==> src/rtl/gate_lab_pkg.sv <==
`default_nettype none
// ============================================================================
// Package : gate_lab_pkg
// Brief   : Shared types, helpers and truth-table constants for the Lab1
//           gate set and its truth-table sequencer.
// Rev     : 1.0
// ============================================================================
package gate_lab_pkg;

    typedef enum logic [1:0] {
        IDLE   = 2'd0,
        SETTLE = 2'd1,
        SAMPLE = 2'd2,
        DONE   = 2'd3
    } state_t;

    // Width of the settle counter; holds SETTLE_CYCLES-1 for SETTLE_CYCLES up to 15.
    localparam int unsigned CNT_W = 4;

    // Bit i is the gate output for input pattern i (bit 1 = input A, bit 0 = input B).
    localparam logic [3:0] TT_AND  = 4'b1000;
    localparam logic [3:0] TT_OR   = 4'b1110;
    localparam logic [3:0] TT_NAND = 4'b0111;
    localparam logic [3:0] TT_NOR  = 4'b0001;
    localparam logic [3:0] TT_XOR  = 4'b0110;
    localparam logic [3:0] TT_XNOR = 4'b1001;

    function automatic int unsigned N_VEC(input int unsigned n_in);
        return 32'd1 << n_in;
    endfunction

endpackage : gate_lab_pkg
`default_nettype wire

==> src/rtl/gate_settle_timer.sv <==
`default_nettype none
// ============================================================================
// Module : gate_settle_timer
// Brief  : Loadable down-counter; flags zero so the sequencer knows the gate
//          input has been held long enough.
// Rev    : 1.0
// ============================================================================
module gate_settle_timer
    import gate_lab_pkg::*;
#(
    parameter int unsigned WIDTH = CNT_W
) (
    input  logic             clk,
    input  logic             rst_n,
    input  logic             load,
    input  logic [WIDTH-1:0] load_val,
    input  logic             en,
    output logic             zero
);

    logic [WIDTH-1:0] cnt_q;
    logic [WIDTH-1:0] cnt_d;

    always_comb begin
        cnt_d = cnt_q;
        if (load) begin
            cnt_d = load_val;
        end else if (en && (cnt_q != '0)) begin
            cnt_d = cnt_q - 1'b1;
        end
    end

    always_ff @(posedge clk or negedge rst_n) begin
        if (!rst_n) begin
            cnt_q <= '0;
        end else begin
            cnt_q <= cnt_d;
        end
    end

    assign zero = (cnt_q == '0);

endmodule : gate_settle_timer
`default_nettype wire

==> src/rtl/gate_truth_sequencer.sv <==
`default_nettype none
// ============================================================================
// Module : gate_truth_sequencer
// Brief  : Walks a combinational gate through every input pattern, samples its
//          output and compares the collected table against an expected table.
// Rev    : 1.0
// ============================================================================
module gate_truth_sequencer
    import gate_lab_pkg::*;
#(
    parameter int unsigned N_IN          = 2,
    parameter int unsigned SETTLE_CYCLES = 1
) (
    input  logic                    clk,
    input  logic                    rst_n,
    input  logic                    start,
    input  logic                    abort,
    input  logic [N_VEC(N_IN)-1:0]  expected,
    output logic [N_IN-1:0]         dut_in,
    input  logic                    dut_out,
    output logic                    busy,
    output logic                    done,
    output logic                    pass,
    output logic [N_VEC(N_IN)-1:0]  result_vec,
    output logic [N_VEC(N_IN)-1:0]  fail_mask
);

    localparam int unsigned      NV     = N_VEC(N_IN);
    localparam logic [CNT_W-1:0] RELOAD = CNT_W'(SETTLE_CYCLES - 1);
    localparam logic [N_IN:0]    LAST   = (N_IN + 1)'(NV - 1);

    state_t            state_q,  state_d;
    logic [N_IN:0]     idx_q,    idx_d;
    logic [N_IN-1:0]   dut_in_q, dut_in_d;
    logic [NV-1:0]     exp_q,    exp_d;
    logic [NV-1:0]     res_q,    res_d;
    logic [NV-1:0]     mask_q,   mask_d;
    logic              pass_q,   pass_d;
    logic              done_q,   done_d;

    logic              tmr_load;
    logic              tmr_en;
    logic              tmr_zero;

    gate_settle_timer #(
        .WIDTH    (CNT_W)
    ) u_settle_timer (
        .clk      (clk),
        .rst_n    (rst_n),
        .load     (tmr_load),
        .load_val (RELOAD),
        .en       (tmr_en),
        .zero     (tmr_zero)
    );

    always_comb begin
        state_d  = state_q;
        idx_d    = idx_q;
        dut_in_d = dut_in_q;
        exp_d    = exp_q;
        res_d    = res_q;
        mask_d   = mask_q;
        pass_d   = pass_q;
        done_d   = 1'b0;
        tmr_load = 1'b0;
        tmr_en   = 1'b0;

        case (state_q)
            IDLE: begin
                // Abort outranks start so a cancelled request never begins a run.
                if (start && !abort) begin
                    exp_d    = expected;
                    res_d    = '0;
                    mask_d   = '0;
                    pass_d   = 1'b0;
                    idx_d    = '0;
                    dut_in_d = '0;
                    tmr_load = 1'b1;
                    state_d  = SETTLE;
                end
            end

            SETTLE: begin
                if (abort) begin
                    state_d  = IDLE;
                    idx_d    = '0;
                    dut_in_d = '0;
                    pass_d   = 1'b0;
                end else if (tmr_zero) begin
                    state_d  = SAMPLE;
                end else begin
                    tmr_en   = 1'b1;
                end
            end

            SAMPLE: begin
                if (abort) begin
                    state_d  = IDLE;
                    idx_d    = '0;
                    dut_in_d = '0;
                    pass_d   = 1'b0;
                end else begin
                    res_d[idx_q[N_IN-1:0]] = dut_out;
                    // Last vector is caught before incrementing, so idx never wraps.
                    if (idx_q == LAST) begin
                        state_d  = DONE;
                    end else begin
                        idx_d    = idx_q + 1'b1;
                        dut_in_d = idx_d[N_IN-1:0];
                        tmr_load = 1'b1;
                        state_d  = SETTLE;
                    end
                end
            end

            DONE: begin
                done_d  = 1'b1;
                mask_d  = res_q ^ exp_q;
                pass_d  = (res_q == exp_q);
                state_d = IDLE;
            end

            default: begin
                state_d = IDLE;
            end
        endcase
    end

    always_ff @(posedge clk or negedge rst_n) begin
        if (!rst_n) begin
            state_q  <= IDLE;
            idx_q    <= '0;
            dut_in_q <= '0;
            exp_q    <= '0;
            res_q    <= '0;
            mask_q   <= '0;
            pass_q   <= 1'b0;
            done_q   <= 1'b0;
        end else begin
            state_q  <= state_d;
            idx_q    <= idx_d;
            dut_in_q <= dut_in_d;
            exp_q    <= exp_d;
            res_q    <= res_d;
            mask_q   <= mask_d;
            pass_q   <= pass_d;
            done_q   <= done_d;
        end
    end

    assign dut_in     = dut_in_q;
    assign busy       = (state_q == SETTLE) || (state_q == SAMPLE);
    assign done       = done_q;
    assign pass       = pass_q;
    assign result_vec = res_q;
    assign fail_mask  = mask_q;

endmodule : gate_truth_sequencer
`default_nettype wire
==> config.mk <==
export PLATFORM = sky130hd
export DESIGN_NAME = gate_truth_sequencer
export DESIGN_NICKNAME = d
export VERILOG_FILES = /design/src/rtl/gate_lab_pkg.sv /design/src/rtl/gate_settle_timer.sv /design/src/rtl/gate_truth_sequencer.sv
export SDC_FILE = /design/constraint.sdc
export NUM_CORES = 1
export LEC_CHECK = 0
export CAP_MARGIN = 20
export CORE_UTILIZATION = 52
export CTS_CLUSTER_DIAMETER = 60
export DETAILED_ROUTE_END_ITERATION = 8
export GPL_ROUTABILITY_DRIVEN = 0
export GPL_TIMING_DRIVEN = 0
export PLACE_DENSITY_LB_ADDON = 0.2
export SLEW_MARGIN = 20
export SYNTH_ARGS = -nofsm -noshare
export SYNTH_HDL_FRONTEND = slang
export SYNTH_SLANG_ARGS = --single-unit
export TNS_END_PERCENT = 10
==> constraint.sdc <==
create_clock -name clk -period 2.6 [get_ports clk]
set_input_delay 0.52 -clock clk [delete_from_list [all_inputs] [get_ports clk]]
set_output_delay 0.52 -clock clk [all_outputs]
set_load 0.02 [all_outputs]
[Yosys cells after proc, flatten, opt, wreduce, memory -nomap -nowiden]
Cells that the tools add are included.
Operators by class
  $add $sub $neg: 2
  magnitude comparators: 2
  equal/unequal tests: 11
  multiplexer cells: 36
  bitwise logic cells: 1
  reduce and logical (&&, ||, !) cells: 19
Operators by type and width (count)
  two-way mux 2 bit: 9
  two-way mux 4 bit: 4
  case mux 4 bit (2 select lines): 2
  two-way mux 3 bit: 4
  two-way mux 1 bit: 10
  case mux 3 bit (3 select lines): 1
  case mux 2 bit (4 select lines): 1
  AND reduction 2 bit: 4
  inequality test 2 bit (second input constant): 3
  inequality test 3 bit (second input constant): 2
  case mux 2 bit (3 select lines): 1
  nonzero test 2 bit: 3
  bitwise mux 4 bit: 1
  == test 2 bit (second input constant): 2
  == test 4 bit: 1
  zero test 4 bit: 1
  AND reduction 4 bit: 1
  nonzero test 4 bit: 1
  subtractor 4 x 1 -> 4 bit (second input constant): 1
  bitwise XOR 4 bit: 1
  adder 3 x 1 -> 3 bit (second input constant): 1
  == test 3 x 2 -> 1 bit (second input constant): 1
  logical AND 1 bit: 3
  < comparator 2 x 3 -> 1 bit (second input constant): 1
  other kinds (12): 12
Storage, ports and cells
  register bits after elaboration: 25
  bits of input ports: 9
  output and inout port bits: 13

[Longest topological paths before layout]
Gate-level depths: netlist of the first run.
  word-level depth: 7
  mapped depth: 6
  mapped depth without buffers: 5

[Hierarchy]
Synthesis of the first run repeated with hierarchy kept, for this count alone.
Unflattened totals
  cells, all modules: 126
  area total of the unflattened synthesis: 1362.6 sq um
Modules (own cells, without submodules)
  gate_truth_sequencer: times used 1, cells an instance 99, area each 1092.3 sq um, sequential area each 475.5 sq um
  gate_settle_timer: times used 1, cells an instance 27, area each 270.3 sq um, sequential area each 100.1 sq um

[Worst setup path after synthesis of the first run]
Ideal clock, no wire load.
  path kind: reg2reg
  start point: register idx_q[0]
  end point: register idx_q[0]
  data arrival time: 1670 ps
  required time: 2472 ps
  slack: 802 ps
  stages on the path, launching flop included: 6
  clock period less this slack: 1798 ps
  cell sequence: dfrtp_1 -> ha_1 -> ha_1 -> a21o_1 -> a221oi_4 -> mux2_1
On the way
  word-level cells in the longest chain between the ends: 4
RTL lines
  from (decl): line gate_truth_sequencer.sv:33  | logic [N_IN:0] idx_q, idx_d;
  from (signal assigned): line gate_truth_sequencer.sv:141  | idx_q <= idx_d;
  adder 3 x 1 -> 3 bit: line gate_truth_sequencer.sv:108  | idx_d = idx_q + 1'b1;
  two-way mux 3 bit: line gate_truth_sequencer.sv:105  | if (idx_q == LAST) begin
  two-way mux 3 bit: line gate_truth_sequencer.sv:97  | if (abort) begin
  case mux 3 bit (3 select lines): line gate_truth_sequencer.sv:68  | case (state_q)
Several ways; a longest one is shown, not always the timed one. The select of a mux whose other input is x is not followed.
A chain may end at the register's enable or synchronous reset.

[Final worst setup path of the first run]
  start point: register state_q[1]
  end point: output port busy
On the way
  word-level cells in the longest chain between the ends: 2
RTL lines
  from (decl): line gate_truth_sequencer.sv:32  | state_t state_q, state_d;
  from (signal assigned): line gate_truth_sequencer.sv:140  | state_q <= state_d;
  == test 2 x 1 -> 1 bit / == test 2 bit (equally long branches): line gate_truth_sequencer.sv:152  | assign busy = (state_q == SETTLE) || (state_q == SAMPLE);
  logical OR 1 bit (*): line gate_truth_sequencer.sv:152
  to (decl): line gate_truth_sequencer.sv:21  | output logic busy,
Mark *: on every way between the ends. The rest lies on a longest branch, timed or not.

==> results of run 1 <==
[per-layer routing]
| metal | vias to the layer above | global-route usage [%] |
|---|---|---|
| met4 | 0 | 4.05 |
| met1 | 481 | 28.8 |
| met5 | - | 0 |
| met3 | 2 | 3.80 |
| li1 | 463 | - |
| met2 | 13 | 39.6 |
[cells by family (layout without fill, tap and decap cells)]
| kind of cell | Yosys count | count (layout) | synth area share (%) |
|---|---|---|---|
| simple gates | 30 | 30 | 13.9 |
| buf+inv | 14 | 39 | 4.85 |
| flops | 23 | 23 | 44.6 |
| xor+xnor | 4 | 4 | 2.72 |
| compound gates | 23 | 23 | 13.6 |
| fa+ha+maj | 10 | 10 | 9.70 |
| mux | 13 | 13 | 10.7 |
[metrics by stage]
stage | hold slack [ns] | cell area, um2
6_report | 0.162 | 1560
4_1_cts | 0.509 | 1560
5_1_grt | 0.185 | 1560
3_3_place_gp | 0.473 | 1540
2_1_floorplan | 0.224 | 1290
3_5_place_dp | 0.473 | 1540
[where the power goes]
part / switching (uW) / internal (uW) / total, uW
Combinational: 374 / 327 / 701
Sequential: 66.2 / 448 / 514
Clock: 111 / 57.4 / 169
Total: 551 / 833 / 1380
[worst register-to-register path, stage by stage, from the launching register on]
cell	delay, ns
dfrtp_1	0.45
ha_1	0.25
ha_1	0.21
a21o_1	0.22
a221oi_4	0.36
mux2_1	0.37
[registers in the layout, indices dropped and copies added (netlist names)]
name and flops:
pass 1, idx_q 3, state_q 2, exp_q 4
u_settle_timer.cnt_q 4, result_vec 4, fail_mask 4, done 1
[layout by cell type, fill, tap and decap left out, types with 3 or more instances in the layout]
| cell | netlist | layout |
|---|---|---|
| clkbuf_4 | 0 | 3 |
| buf_2 | 2 | 3 |
| inv_1 | 9 | 9 |
| clkdlybuf4s50_1 | 0 | 20 |
| nand2b_1 | 5 | 5 |
| nand2_1 | 8 | 8 |
| a21oi_1 | 6 | 6 |
| o2bb2ai_1 | 4 | 4 |
| xnor2_1 | 3 | 3 |
| ha_1 | 10 | 10 |
| o21ai_0 | 4 | 4 |
| mux2i_1 | 7 | 7 |
| mux2_2 | 4 | 4 |
| nor3b_1 | 5 | 5 |
| dfrtp_1 | 23 | 23 |
[path summary, 6_finish.rpt]
check,from,to,slack [ns]
max reg2reg,idx_q[0],idx_q[2],0.62
max in group asynchronous,rst_n,result_vec[3],2.09
min in group clk,pass,pass,0.51
min reg2reg,pass,pass,0.51
max,state_q[1],busy,0.33
min,rst_n,u_settle_timer.cnt_q[3],0.16
[final cells by class]
class                           count  share of cell area (%)
Sequential cell                    23                    36.9
Buffer                              4                    1.61
Inverter                           10                    2.41
Tap cell                           28                    2.25
Clock buffer                        3                    1.45
Timing Repair Buffer               21                    13.2
Multi-Input combinational cell     80                    41.8
Clock inverter                      1                   0.321
==> impl_metrics.py, run 1 <==
metrics = {
    "status": {
        "status": "complete, no violations",
    },
    "route": {
        "num_vias": 959,
        "wl_met2_mm": 1.33,
        "drtAntennaViolNets": 0,
        "wl_met1_mm": 1.24,
        "dr.pass1.iters": 4,
        "wl_met3_um": 48,
        "wl_per_cell_um": 15.5,
        "drtIter0Drc": 12,
        "drcViolationCount": 0,
        "highest_layer": "met4",
        "wl_mm": 2.63,
        "viasPerCell": 5.64,
    },
    "floorplan": {
        "row_count": 17,
        "die_h_um": 51.8,
        "core-area_um2": 2280,
        "die_x_um": 51.8,
        "ios": 22,
        "die_area_um2": 2680,
        "start_util_pct": 56.7,
    },
    "placed_design": {
        "placedCellCount": 166,
        "hpwl_mm": 1.98,
        "port_buffers": 21,
        "dpl_worst_slack_ns": 0.411,
    },
    "sta": {
        "setup_ws_ns": 0.331,
        "hold_viol_final": 0,
        "slew_violations": 0,
        "tns_ns": 0,
        "final.period_utilization_pct": 87.3,
        "max_freq_ghz": 0.441,
        "finalClockSkew_ns": 0.00653,
        "timing.slew.headroom_pct": 65.5,
        "worst_pin_slew_ns": 0.518,
        "setup_viol": 0,
        "rsz0062_at_grt": "no",
        "min_period_ns": 2.27,
    },
    "global_routing": {
        "grt_usage_pct": 22.4,
        "grt_pass1_wl_mm": 4.43,
        "grt_pass1_vias": 965,
        "grt_max_degree": 24,
        "grt_overflow_total": 0,
        "antenna_found_initial": 0,
    },
    "run": {
        "max_cap_violations": 0,
    },
    "finish": {
        "drive_gt1_share_pct": 10.6,
        "fin_util_pct": 68.4,
        "seq_area_um2": 576,
        "multi_input_area_um2": 652,
        "nFillCells": 177,
        "finalNonFillerCells": 170,
        "syn_to_final_growth_pct": 20.8,
        "layout.nets": 162,
        "diodes": 0,
    },
    "hold_path": {
        "hold_path.class": "input port to async pin",
    },
    "logic_synthesis": {
        "post-synth-top-count-cell": "dfrtp_1",
        "synth_edf_count": 0,
        "syn_inst": 117,
        "async_flop_share_pct": 100,
        "yosys.area.top_type": "dfrtp_1",
        "yosysUniqueCellTypes": 34,
        "synth_ff_type": "dfrtp_1",
        "yosys_warnings": 0,
        "netlist_area_um2": 1290,
        "netlist_top_cells_area": "dfrtp_1, ha_1, mux2i_1, mux2_2, nor3b_1",
        "syn_nets": 136,
        "synth.top_cell.area_share_pct": 44.6,
        "synth_seq_area_share_pct": 44.6,
        "avgSynthCellArea_um2": 11.0,
        "synth_seq_cells": 23,
        "synth_commonest_cells": "dfrtp_1, ha_1, inv_1, nand2_1, mux2i_1",
    },
    "power_and_ir_drop": {
        "pwr_density_cell_nw_per_um2": 888,
        "total_power_uw": 1380,
        "peakVddDrop_v": 0.000474,
        "power_leakage_uw": 0.000694,
    },
    "worst_setup_path": {
        "path_delay_family": "buffers and inverters",
        "cp_num_buf_inv": 2,
        "crit_path_end_kind": "output pin",
        "worstPathArrival_ns": 1.75,
        "reg2regPathDepth": 5,
        "critPathRequiredTime_ns": 2.08,
        "critPathKind": "register to output pin",
        "path_depth": 3,
        "cp_cell_sequence": "inv_1, ha_1, clkdlybuf4s50_1",
        "cpMaxStageDelayCell": "clkdlybuf4s50_1",
        "max_stage_delay_ns": 0.61,
        "critPathLaunchType": "register",
        "path_max_fanout": 4,
    },
    "clocking": {
        "clkSinkCount": 23,
        "clk_latency_ns": 0.31,
        "htree_num_levels": 1,
        "ctsResizeCount": 0,
        "cts_buffer_depth": 2,
        "hold_buffers": 0,
        "cts_tree": "built",
        "clkTransAtPathRegs_ns": 0.14,
        "root_buffer": "clkbuf_4",
        "postCtsSetupBuffers": 0,
        "cts_made_buffers": 3,
    },
}
(Power assumes the default switching activity.)
==> run 2, diff against run 1 <==
- GPL_ROUTABILITY_DRIVEN: 0 -> 1
- PLACE_DENSITY: default -> 0.79
- PLACE_DENSITY_LB_ADDON: 0.2 -> default
==> impl_metrics.py, run 2 (same netlist as run 1, synthesis figures left out) <==
metrics = {
    "sta": {
        "final.period_utilization_pct": 86.0,
        "min_period_ns": 2.23,
        "finalClockSkew_ns": 0.00259,
        "holdWs_ns": 0.155,
        "slew_violations": 0,
        "worst_pin_slew_ns": 0.516,
        "tns_ns": 0,
        "timing.slew.headroom_pct": 65.6,
        "rsz0062_at_grt": "no",
        "setup_viol": 0,
        "max_freq_ghz": 0.447,
        "hold_viol_final": 0,
    },
    "route": {
        "drtAntennaViolNets": 0,
        "drcViolationCount": 0,
        "dr.pass1.iters": 4,
        "drtIter0Drc": 14,
        "wl_per_cell_um": 15.0,
        "viasPerCell": 5.64,
        "num_vias": 959,
        "wl_mm": 2.55,
    },
    "global_routing": {
        "grt_pass1_wl_mm": 4.25,
        "grt_pass1_vias": 976,
        "grt_usage_pct": 22.4,
        "grt_overflow_total": 0,
        "antenna_found_initial": 0,
        "grt_max_degree": 24,
    },
    "worst_setup_path": {
        "path_depth": 3,
        "cp_num_buf_inv": 2,
        "worstPathArrival_ns": 1.71,
        "path_max_fanout": 3,
        "cpMaxStageDelayCell": "clkdlybuf4s50_1",
        "crit_path_end_kind": "output pin",
        "cp_cell_sequence": "inv_1, ha_1, clkdlybuf4s50_1",
        "path_delay_family": "buffers and inverters",
        "critPathRequiredTime_ns": 2.08,
        "max_stage_delay_ns": 0.60,
        "critPathLaunchType": "register",
        "reg2regPathDepth": 5,
        "critPathKind": "register to output pin",
    },
    "floorplan": {
        "die_area_um2": 2680,
        "start_util_pct": 56.7,
        "core-area_um2": 2280,
        "die_h_um": 51.8,
        "ios": 22,
        "die_x_um": 51.8,
        "row_count": 17,
    },
    "placed_design": {
        "routabilityCongestion": 0.860,
        "hpwl_mm": 1.97,
        "port_buffers": 21,
        "postPlaceCellArea_um2": 1540,
    },
    "finish": {
        "design_area_um2": 1560,
        "syn_to_final_growth_pct": 20.8,
        "diodes": 0,
        "mostFrequentLayoutCell": "dfrtp_1",
        "layout.nets": 162,
        "drive_gt1_share_pct": 10.6,
        "mostFrequentLayoutCells": "dfrtp_1, clkdlybuf4s50_1, ha_1, inv_1, nand2_1",
        "fin_util_pct": 68.4,
        "multi_input_area_um2": 652,
        "seq_area_um2": 576,
        "nFillCells": 179,
    },
    "clocking": {
        "ctsResizeCount": 0,
        "cts_buffer_depth": 2,
        "clk_latency_ns": 0.31,
        "postCtsSetupBuffers": 0,
        "clkSinkCount": 23,
        "cts_tree": "built",
        "hold_buffers": 0,
        "cts_made_buffers": 3,
        "htree_num_levels": 1,
        "clkTransAtPathRegs_ns": 0.13,
        "root_buffer": "clkbuf_4",
    },
    "hold_path": {
        "hold_path.class": "input port to async pin",
    },
    "run": {
        "max_cap_violations": 0,
    },
    "power_and_ir_drop": {
        "pwr_density_cell_nw_per_um2": 882,
        "power_leakage_uw": 0.000694,
        "peakVddDrop_v": 0.000532,
    },
    "status": {
        "status": "complete, no violations",
    },
}
-- run 2: layer usage --
metal	GRT usage (%)	wire length, um	vias to the layer above
li1	-	-	467
met1	26.8	1140	469
met5	0	0	-
met4	11.7	31	0
met2	38.3	1310	19
met3	3.80	69	4
-- run 2: power breakdown --
group / leakage [uW] / switching (uW) / total (uW) / internal (uW)
Clock: 0.0000177 / 112 / 170 / 57.6
Combinational: 0.000369 / 365 / 690 / 326
Sequential: 0.000307 / 66.5 / 515 / 448
Total: 0.000694 / 543 / 1370 / 831
-- run 2: worst reg2reg max path, cell delays in order, from the launching register on --
cell	delay [ns]
dfrtp_1	0.45
ha_1	0.25
ha_1	0.20
a21o_1	0.22
a221oi_4	0.35
mux2_1	0.36
-- run 2: metrics by stage --
| stage | instances | total power [uW] | setup slack, ns |
|---|---|---|---|
| global route | 170 | 1470 | 0.285 |
| finish | 170 | 1370 | 0.365 |
| CTS | 170 | 1390 | 0.356 |
| global placement | 166 | 1200 | 0.465 |
| detailed placement | 166 | 1220 | 0.419 |
| floorplan | 117 | 989 | 0.802 |
-- run 2: path summary, 6_finish.rpt --
check	start	endpoint	slack, ns
min reg2reg	fail_mask[2]	fail_mask[2]	0.50
max	state_q[0]	busy	0.37
max in group asynchronous	rst_n	fail_mask[2]	2.10
max reg2reg	idx_q[0]	idx_q[0]	0.68
min	rst_n	state_q[1]	0.15
min in group clk	fail_mask[2]	fail_mask[2]	0.50
-- run 2: final cells by class --
cell class                 instances  area share (%)
inverter                          10            2.41
buffer                             4            1.61
clock buffer                       3            1.45
sequential                        23            36.9
timing repair buffer              21            13.2
clock inverter                     1           0.321
multi-input combinational         80            41.8
tap                               28            2.25
==> run 3, diff against run 2 <==
- ABC_CLOCK_PERIOD_IN_PS: default -> 2600
==> results of run 3 <==
No change in the layout: final DEF, timing and power equal those of run 2.
